==> src/rtl/fifo_sync_param_if.sv <==
// Handshake/status bundle between a producer/consumer pair and fifo_sync_param.
// The bench or client logic takes the master side; the FIFO takes the slave side.
interface fifo_sync_param_if #(
  parameter int WIDTH = 8,
  parameter int DEPTH = 8
);
  localparam int AW = $clog2(DEPTH);

  logic             wen;
  logic             ren;
  logic [WIDTH-1:0] din;
  logic             err_clr;
  logic [WIDTH-1:0] dout;
  logic             error;
  logic             full;
  logic             empty;
  logic             almost_full;
  logic             almost_empty;
  logic [AW:0]      count;
  logic             err_ovf;
  logic             err_udf;

  modport master (
    output wen, ren, din, err_clr,
    input  dout, error, full, empty, almost_full, almost_empty, count, err_ovf, err_udf
  );

  modport slave (
    input  wen, ren, din, err_clr,
    output dout, error, full, empty, almost_full, almost_empty, count, err_ovf, err_udf
  );
endinterface

==> src/rtl/fifo_sync_param.sv <==
// Parametrised single-clock FIFO with occupancy count, almost-full/empty
// thresholds, a one-cycle error pulse and sticky overflow/underflow flags.

// One storage entry; deliberately not reset so it maps onto plain flops/RAM.
module fifo_sync_param_cell #(
  parameter int WIDTH = 8
) (
  input  logic             clk,
  input  logic             we,
  input  logic [WIDTH-1:0] d,
  output logic [WIDTH-1:0] q
);
  always_ff @(posedge clk) begin
    if (we) q <= d;
  end
endmodule

module fifo_sync_param #(
  parameter int WIDTH  = 8,
  parameter int DEPTH  = 8,
  parameter int AF_LVL = 6,
  parameter int AE_LVL = 2
) (
  input  logic               clk,
  input  logic               rst_n,
  fifo_sync_param_if.slave   bus
);
  localparam int AW = $clog2(DEPTH);

  typedef struct packed {
    logic             wen;
    logic             ren;
    logic             clr;
    logic [WIDTH-1:0] din;
  } req_t;

  req_t                         req;
  logic [AW-1:0]                wptr, rptr;
  logic [AW:0]                  cnt;
  logic [WIDTH-1:0]             dout_q;
  logic                         error_q, ovf_q, udf_q;
  logic                         full, empty;
  logic                         wr_ok, rd_ok, ovf_hit, udf_hit;
  logic [DEPTH-1:0]             cell_we;
  logic [DEPTH-1:0][WIDTH-1:0]  mem_q;

  assign req = '{wen: bus.wen, ren: bus.ren, clr: bus.err_clr, din: bus.din};

  assign full  = (cnt == (AW+1)'(DEPTH));
  assign empty = (cnt == '0);

  // A read frees a slot in the same edge, so a write into a full FIFO is
  // legal whenever it is paired with a read.
  assign wr_ok   = req.wen & (~full | req.ren);
  assign rd_ok   = req.ren & ~empty;
  assign ovf_hit = req.wen & full & ~req.ren;
  assign udf_hit = req.ren & empty;

  for (genvar i = 0; i < DEPTH; i++) begin : g_cell
    assign cell_we[i] = wr_ok & (wptr == AW'(i));
    fifo_sync_param_cell #(.WIDTH(WIDTH)) u_cell (
      .clk (clk),
      .we  (cell_we[i]),
      .d   (req.din),
      .q   (mem_q[i])
    );
  end

  always_ff @(posedge clk or negedge rst_n) begin
    if (!rst_n) begin
      wptr    <= '0;
      rptr    <= '0;
      cnt     <= '0;
      dout_q  <= '0;
      error_q <= 1'b0;
    end else begin
      if (wr_ok) wptr <= wptr + AW'(1);
      if (rd_ok) begin
        rptr   <= rptr + AW'(1);
        dout_q <= mem_q[rptr];
      end
      case ({wr_ok, rd_ok})
        2'b10:   cnt <= cnt + (AW+1)'(1);
        2'b01:   cnt <= cnt - (AW+1)'(1);
        default: cnt <= cnt;
      endcase
      error_q <= ovf_hit | udf_hit;
    end
  end

  // Sticky flags: a fresh illegal request outranks a same-cycle clear.
  always_ff @(posedge clk or negedge rst_n) begin
    if (!rst_n) begin
      ovf_q <= 1'b0;
      udf_q <= 1'b0;
    end else begin
      if (ovf_hit)      ovf_q <= 1'b1;
      else if (req.clr) ovf_q <= 1'b0;
      if (udf_hit)      udf_q <= 1'b1;
      else if (req.clr) udf_q <= 1'b0;
    end
  end

  assign bus.dout         = dout_q;
  assign bus.error        = error_q;
  assign bus.full         = full;
  assign bus.empty        = empty;
  assign bus.almost_full  = (cnt >= (AW+1)'(AF_LVL));
  assign bus.almost_empty = (cnt <= (AW+1)'(AE_LVL));
  assign bus.count        = cnt;
  assign bus.err_ovf      = ovf_q;
  assign bus.err_udf      = udf_q;
endmodule
==> src/flat_wrapper.sv <==
// flat-port wrapper written by rule: the top's interface ports become plain ports
module fifo_sync_param_flat 
#(
  parameter int WIDTH  = 8,
  parameter int DEPTH  = 8,
  parameter int AF_LVL = 6,
  parameter int AE_LVL = 2
)
  (clk, rst_n, bus_wen, bus_ren, bus_din, bus_err_clr, bus_dout, bus_error, bus_full, bus_empty, bus_almost_full, bus_almost_empty, bus_count, bus_err_ovf, bus_err_udf);
  fifo_sync_param_if #(.WIDTH(WIDTH), .DEPTH(DEPTH)) bus_i ();
  input  logic clk;
  input  logic rst_n;
  input wire logic [$bits(bus_i.wen)-1:0] bus_wen;
  input wire logic [$bits(bus_i.ren)-1:0] bus_ren;
  input wire logic [$bits(bus_i.din)-1:0] bus_din;
  input wire logic [$bits(bus_i.err_clr)-1:0] bus_err_clr;
  output wire logic [$bits(bus_i.dout)-1:0] bus_dout;
  output wire logic [$bits(bus_i.error)-1:0] bus_error;
  output wire logic [$bits(bus_i.full)-1:0] bus_full;
  output wire logic [$bits(bus_i.empty)-1:0] bus_empty;
  output wire logic [$bits(bus_i.almost_full)-1:0] bus_almost_full;
  output wire logic [$bits(bus_i.almost_empty)-1:0] bus_almost_empty;
  output wire logic [$bits(bus_i.count)-1:0] bus_count;
  output wire logic [$bits(bus_i.err_ovf)-1:0] bus_err_ovf;
  output wire logic [$bits(bus_i.err_udf)-1:0] bus_err_udf;
  assign bus_i.wen = bus_wen;
  assign bus_i.ren = bus_ren;
  assign bus_i.din = bus_din;
  assign bus_i.err_clr = bus_err_clr;
  assign bus_dout = bus_i.dout;
  assign bus_error = bus_i.error;
  assign bus_full = bus_i.full;
  assign bus_empty = bus_i.empty;
  assign bus_almost_full = bus_i.almost_full;
  assign bus_almost_empty = bus_i.almost_empty;
  assign bus_count = bus_i.count;
  assign bus_err_ovf = bus_i.err_ovf;
  assign bus_err_udf = bus_i.err_udf;
  fifo_sync_param #(.WIDTH(WIDTH), .DEPTH(DEPTH), .AF_LVL(AF_LVL), .AE_LVL(AE_LVL)) u_core (.clk(clk), .rst_n(rst_n), .bus(bus_i));
endmodule
==> config.mk <==
export PLATFORM = sky130hd
export DESIGN_NAME = fifo_sync_param_flat
export DESIGN_NICKNAME = d
export VERILOG_FILES = /design/src/rtl/fifo_sync_param_if.sv /design/src/rtl/fifo_sync_param.sv /design/src/flat_wrapper.sv
export SDC_FILE = /design/constraint.sdc
export NUM_CORES = 1
export LEC_CHECK = 0
export ABC_CLOCK_PERIOD_IN_PS = 3100
export CAP_MARGIN = 20
export CORE_MARGIN = 4
export CORE_UTILIZATION = 57
export DETAILED_ROUTE_END_ITERATION = 8
export PLACE_DENSITY = 0.79
export SLEW_MARGIN = 20
export SYNTH_ARGS = -nofsm -noshare
export SYNTH_HDL_FRONTEND = slang
export SYNTH_SLANG_ARGS = --single-unit
==> constraint.sdc <==
create_clock -name clk -period 3.1 [get_ports clk]
set_clock_uncertainty 0.2 [all_clocks]
set_input_delay 0.775 -clock clk [delete_from_list [all_inputs] [get_ports clk]]
set_output_delay 0.775 -clock clk [all_outputs]
set_load 0.005 [all_outputs]
# Word-level counts from Yosys, hierarchy flattened
# Index checks and enable logic that the tools add are counted.
# op_classes
reduce_logical,5
n_bitwise,18
eq_ne,10
n_lt_le_gt_ge,3
n_mux,6
n_addsub,4
# op_table
op,count
binary-select mux 8 bit (select 3 bit),1
AND 1 bit,13
"== test 3 bit, second input constant",4
2-to-1 mux 8 bit,1
case mux 4 bit (2 select lines),1
"adder 3 x 1 -> 3 bit, second input constant",2
"== test 3 x 2 -> 1 bit, second input constant",2
nonzero test 2 bit,3
"adder 4 x 1 -> 4 bit, second input constant",1
"== test 4 bit, second input constant",1
">= comparator 4 x 3 -> 1 bit, second input constant",1
"<= comparator 4 x 2 -> 1 bit, second input constant",1
zero test 4 bit,1
"< comparator 3 x 4 -> 1 bit, second input constant",1
"subtractor 4 x 1 -> 4 bit, second input constant",1
"== test 3 x 1 -> 1 bit, second input constant",1
zero test 3 bit,1
2-to-1 mux 1 bit,3
inverter 1 bit,3
"== test 2 x 1 -> 1 bit, second input constant",1
"== test 2 bit, second input constant",1
OR 1 bit,2
# word_totals
inputBits,13
ff_bits,85
out_inout_bits,19
word_cells,61

# Longest topological paths before layout
# depth
depth_word,6
mapped_depth,12
ltp_nobuf,11

# Cells and area by module
# A second synthesis with hierarchy kept.
# unflattened
cells_unflattened,226
area_unflattened_um2,3616.0
# by_module_without_submodules
mod,cells_per_inst,instances,seq_area_each_um2,area_each_um2
fifo_sync_param_cell,8,8,240.2,240.2
fifo_sync_param,162,1,525.5,1694.1

# Worst setup path after synthesis
# No wires, ideal clock.
# synth_path
path_type,flip-flop to flip-flop
from,"register u_core.cnt[1], in the netlist u_core.bus.count[1]"
to,"register u_core.cnt[2], in the netlist u_core.bus.count[2]"
slack_ns,0.497
required_time_ns,2.775
stages_incl_launch_ff,13
t_arrival_ns,2.278
path_cell_list,dfrtp_1 > buf_6 > or4b_4 > nor2_4 > nor2b_2 > inv_6 > ha_1 > xor2_1 > ha_1 > a21oi_1 > xor2_1 > nor2_1 > xor2_1
# synth_via
elab_chain_len,6
word_cells_on_any_way,13
# synth_lines
element,line_no,text
"start, declared",fifo_sync_param.sv:39,logic [AW:0] cnt;
"start signal, assigned",fifo_sync_param.sv:83,2'b10: cnt <= cnt + (AW+1)'(1);
"start signal, assigned",fifo_sync_param.sv:84,2'b01: cnt <= cnt - (AW+1)'(1);
"start signal, assigned",fifo_sync_param.sv:85,default: cnt <= cnt;
== test 4 bit,fifo_sync_param.sv:49,assign full = (cnt == (AW+1)'(DEPTH));
inverter 1 bit,fifo_sync_param.sv:54,assign wr_ok = req.wen & (~full | req.ren);
OR 1 bit,fifo_sync_param.sv:54,
AND 1 bit,fifo_sync_param.sv:54,
== test 2 x 1 -> 1 bit / == test 2 bit (equally long branches),fifo_sync_param.sv:82,"case ({wr_ok, rd_ok})"
case mux 4 bit (2 select lines) / nonzero test 2 bit (equally long branches),--,
# Several ways; a longest one is shown, not always the timed one.
# A chain may end at the register's enable or synchronous reset.

# Worst setup path in the final report
# layout_path
from,"register u_core.cnt[1], in the netlist u_core.bus.count[1]"
to,output bus_full
# layout_via
elab_chain_len,1
# layout_lines
element,line_no,text
== test 4 bit,fifo_sync_param.sv:49,
"end, declared",flat_wrapper.sv:19,output wire logic [$bits(bus_i.full)-1:0] bus_full;
# No other way between the ends.

==> results.yml <==
outcome:
  status: "finished, final reports clean"
yosys:
  synth-compound-area-share_pct: 6.32
  synthesis.instances: 227
  synth_area_um2: 3560
  synthMuxAreaShare_pct: 10.2
  synth_top_family_by_area: "multiplexers"
  synth_warnings: 0
  synth_nets: 250
  synth_cell_types: 37
  synthAdderAreaFrac_pct: 3.51
  synth-simple-area-share_pct: 6.22
  synth.avg_cell_area_um2: 15.7
  ys_ff_latch: 85
  synth_xor_area_share_pct: 1.97
  ys_seq_area_share_pct: 68.7
sta:
  tightest_slew_ns: 0.695
  hold_viol_final: 0
  relSlewSlack_pct: 53.5
  drv_slew: 0
  period_minus_slack_ns: 2.98
  tns_ns: 0
  period_share_pct: 96.2
  setup-violations-final: 0
  rsz0062_at_grt: "false"
  fmax_ghz: 0.335
job:
  maxCapViolations: 0
worst_setup_path:
  critPathRequiredTime_ns: 2.12
  cp.arrival_ns: 2.01
  rr_worst_depth: 11
  end_kind: "output port"
  reg2reg_from: "u_core.bus.count[1]$_DFFE_PN0P_"
  cp_max_fo: 10
  crit_path_start_kind: "flop"
  crit_type: "reg -> out"
  reg2reg_to: "u_core.bus.count[2]$_DFFE_PN0P_"
  rrSetupSlack_ns: 0.43
detailed_routing:
  drc: 0
  dr.pass1.iters: 4
  wirelength_mm: 6.67
  vias: 1970
  wl_per_cell_um: 18.8
  drt_iter0_markers: 113
  vias_per_cell: 5.56
  ant_nets: 0
placement:
  portBuffers: 31
  placed_area_um2: 4000
  dpl.hpwl_mm: 4.52
  routabilityCongestion: 0.732
clock_tree:
  clockRootBuffer: "clkbuf_8"
  cts_max_level: 3
  postCtsSetupBuffers: 0
  cts_buffers: 9
  insertion_delay_ns: 0.35
  cts.sinks: 85
  clockBufferDepth: 2
  cts_tree: "done"
  hold_buffers: 0
  clk_pin_slew_worst_paths_ns: 0.09
  cts_resized: 0
die:
  dieArea_um2: 7580
  start_util_pct: 59.4
  die_x_um: 87.0
  coreArea_um2: 5990
  num_rows: 28
  chipHeight_um: 87.0
  ios: 32
finish:
  fin_area_um2: 4220
  antenna_cells: 0
  area_growth_pct: 18.5
  drive_above_1_share_pct: 19.4
  layout_common_cells: "edfxtp_1 (64), clkdlybuf4s50_1 (31), dfrtp_1 (21)"
  multi_input_area_um2: 1000
  layout.area.seq_um2: 2450
  layout.nets: 297
  layout_commonest_cell: "edfxtp_1"
  fillers: 407
power_and_ir_drop:
  powerDensity_nw_per_um2: 894
  irDropWorstVdd_uv: 775
  leakage_nw: 1.62
grt:
  grt_util_all_layers_pct: 19.2
  grt_pass1_wl_mm: 10.4
  antenna_found_initial: 0
  first_global_vias: 2004
  grt-ovfl-total: 0
  grt_max_degree: 35
hold_path:
  min_from: "u_core.bus.dout[3]$_DFFE_PN0P_"
  min_to: "u_core.bus.dout[3]$_DFFE_PN0P_"
  hp-class: "reg -> reg"
  hold_depth: 2
-- synth_stat cells, drive strengths merged --
master  count  share of area [%]
dfrtp      21                 15
or4b        1               0.39
nor3b       2               0.42
nand3b      1               0.21
and3        3               0.53
nor2b       2               0.42
mux2       18                5.7
a211oi      1               0.21
a21oi       2               0.28
o22ai       8                1.4
nand2b      3               0.53
a21o        1               0.21
a211o       1               0.25
and2        5               0.88
mux2i      16                4.5
a31oi       1               0.18
nor4        1               0.35
nor2        4               0.70
a221o       8                2.2
ha         10                3.5
xor2        4               0.98
nand2      17                1.8
o21ai      11                1.5
xnor2       4               0.98
edfxtp     64                 54
inv         8               0.98
buf        10                2.1
-- report_power, final --
group,internal (W),switching [W],leakage [nW]
clock network,0.000431,0.000396,0.112
logic,0.000668,0.000626,0.670
registers,0.00148,0.000171,0.837
-- area by class of cell --
type	count	area share (%)
inverter	8	0.830
tap	75	2.22
clock buffer	11	3.62
sequential	85	58.0
clock inverter	5	1.48
multi-input combinational	124	23.8
timing repair buffer	46	10.0
-- logic make-up (layout without fill, tap and decap cells) --
group | Yosys count | in the layout
compound gates | 33 | 33
xor+xnor | 8 | 8
fa+ha+maj | 10 | 10
buf+inv | 18 | 70
flops | 85 | 85
mux | 34 | 34
simple gates | 39 | 39
-- worst max-delay path by stage --
stage                                          startpoint                         endpoint  slack (ns)  cells after the start
after floorplan           u_core.bus.count[1]$_DFFE_PN0P_  u_core.bus.count[2]$_DFFE_PN0P_        0.50                     12
after global placement                            bus_ren  u_core.bus.count[2]$_DFFE_PN0P_        0.11                     11
after detailed placement                          bus_ren  u_core.bus.count[2]$_DFFE_PN0P_        0.04                     11
after CTS                 u_core.bus.count[1]$_DFFE_PN0P_                         bus_full         0.1                      3
after global routing      u_core.bus.count[1]$_DFFE_PN0P_                         bus_full        0.06                      3
final                     u_core.bus.count[1]$_DFFE_PN0P_                         bus_full        0.12                      3
-- metrics by stage --
step | std cells | hold slack [ns] | utilization, % | total power, W | setup WS [ns]
6_report | 354 | 0.293 | 70.4 | 0.00377 | 0.117
5_1_grt | 354 | 0.335 | 70.4 | 0.00399 | 0.0592
4_1_cts | 354 | 0.297 | 70.4 | 0.00382 | 0.0987
3_5_place_dp | 338 | 0.274 | 66.8 | 0.00299 | 0.0412
3_3_place_gp | 338 | 0.262 | 66.8 | 0.00292 | 0.107
2_1_floorplan | 227 | 0.272 | - | 0.00247 | 0.497
-- layer usage --
| layer | wire length [µm] | vias up | GRT usage [%] | part of all wire [%] |
|---|---|---|---|---|
| li1 | - | 945 | - | - |
| met1 | 2840 | 988 | 23.5 | 43 |
| met2 | 3520 | 32 | 32.9 | 53 |
| met3 | 238 | 5 | 4.64 | 3.6 |
| met4 | 66 | 0 | 6.80 | 0.99 |
| met5 | 0 | - | 0 | 0 |
-- worst max-delay path, stage by stage (launching register included) --
cell and delay, ns:
dfrtp_1 0.50, or4b_4 0.60, inv_1 0.07, clkdlybuf4s50_1 0.49
-- state kept, by name, summed over array words and instances, names as in the netlist --
register	count
u_core.bus.count	4
u_core.bus.dout	8
u_core.bus.err_ovf	1
u_core.bus.err_udf	1
u_core.bus.error	1
u_core.g_cell.u_cell.q	64
u_core.rptr	3
u_core.wptr	3
(Power assumes the default switching activity.)
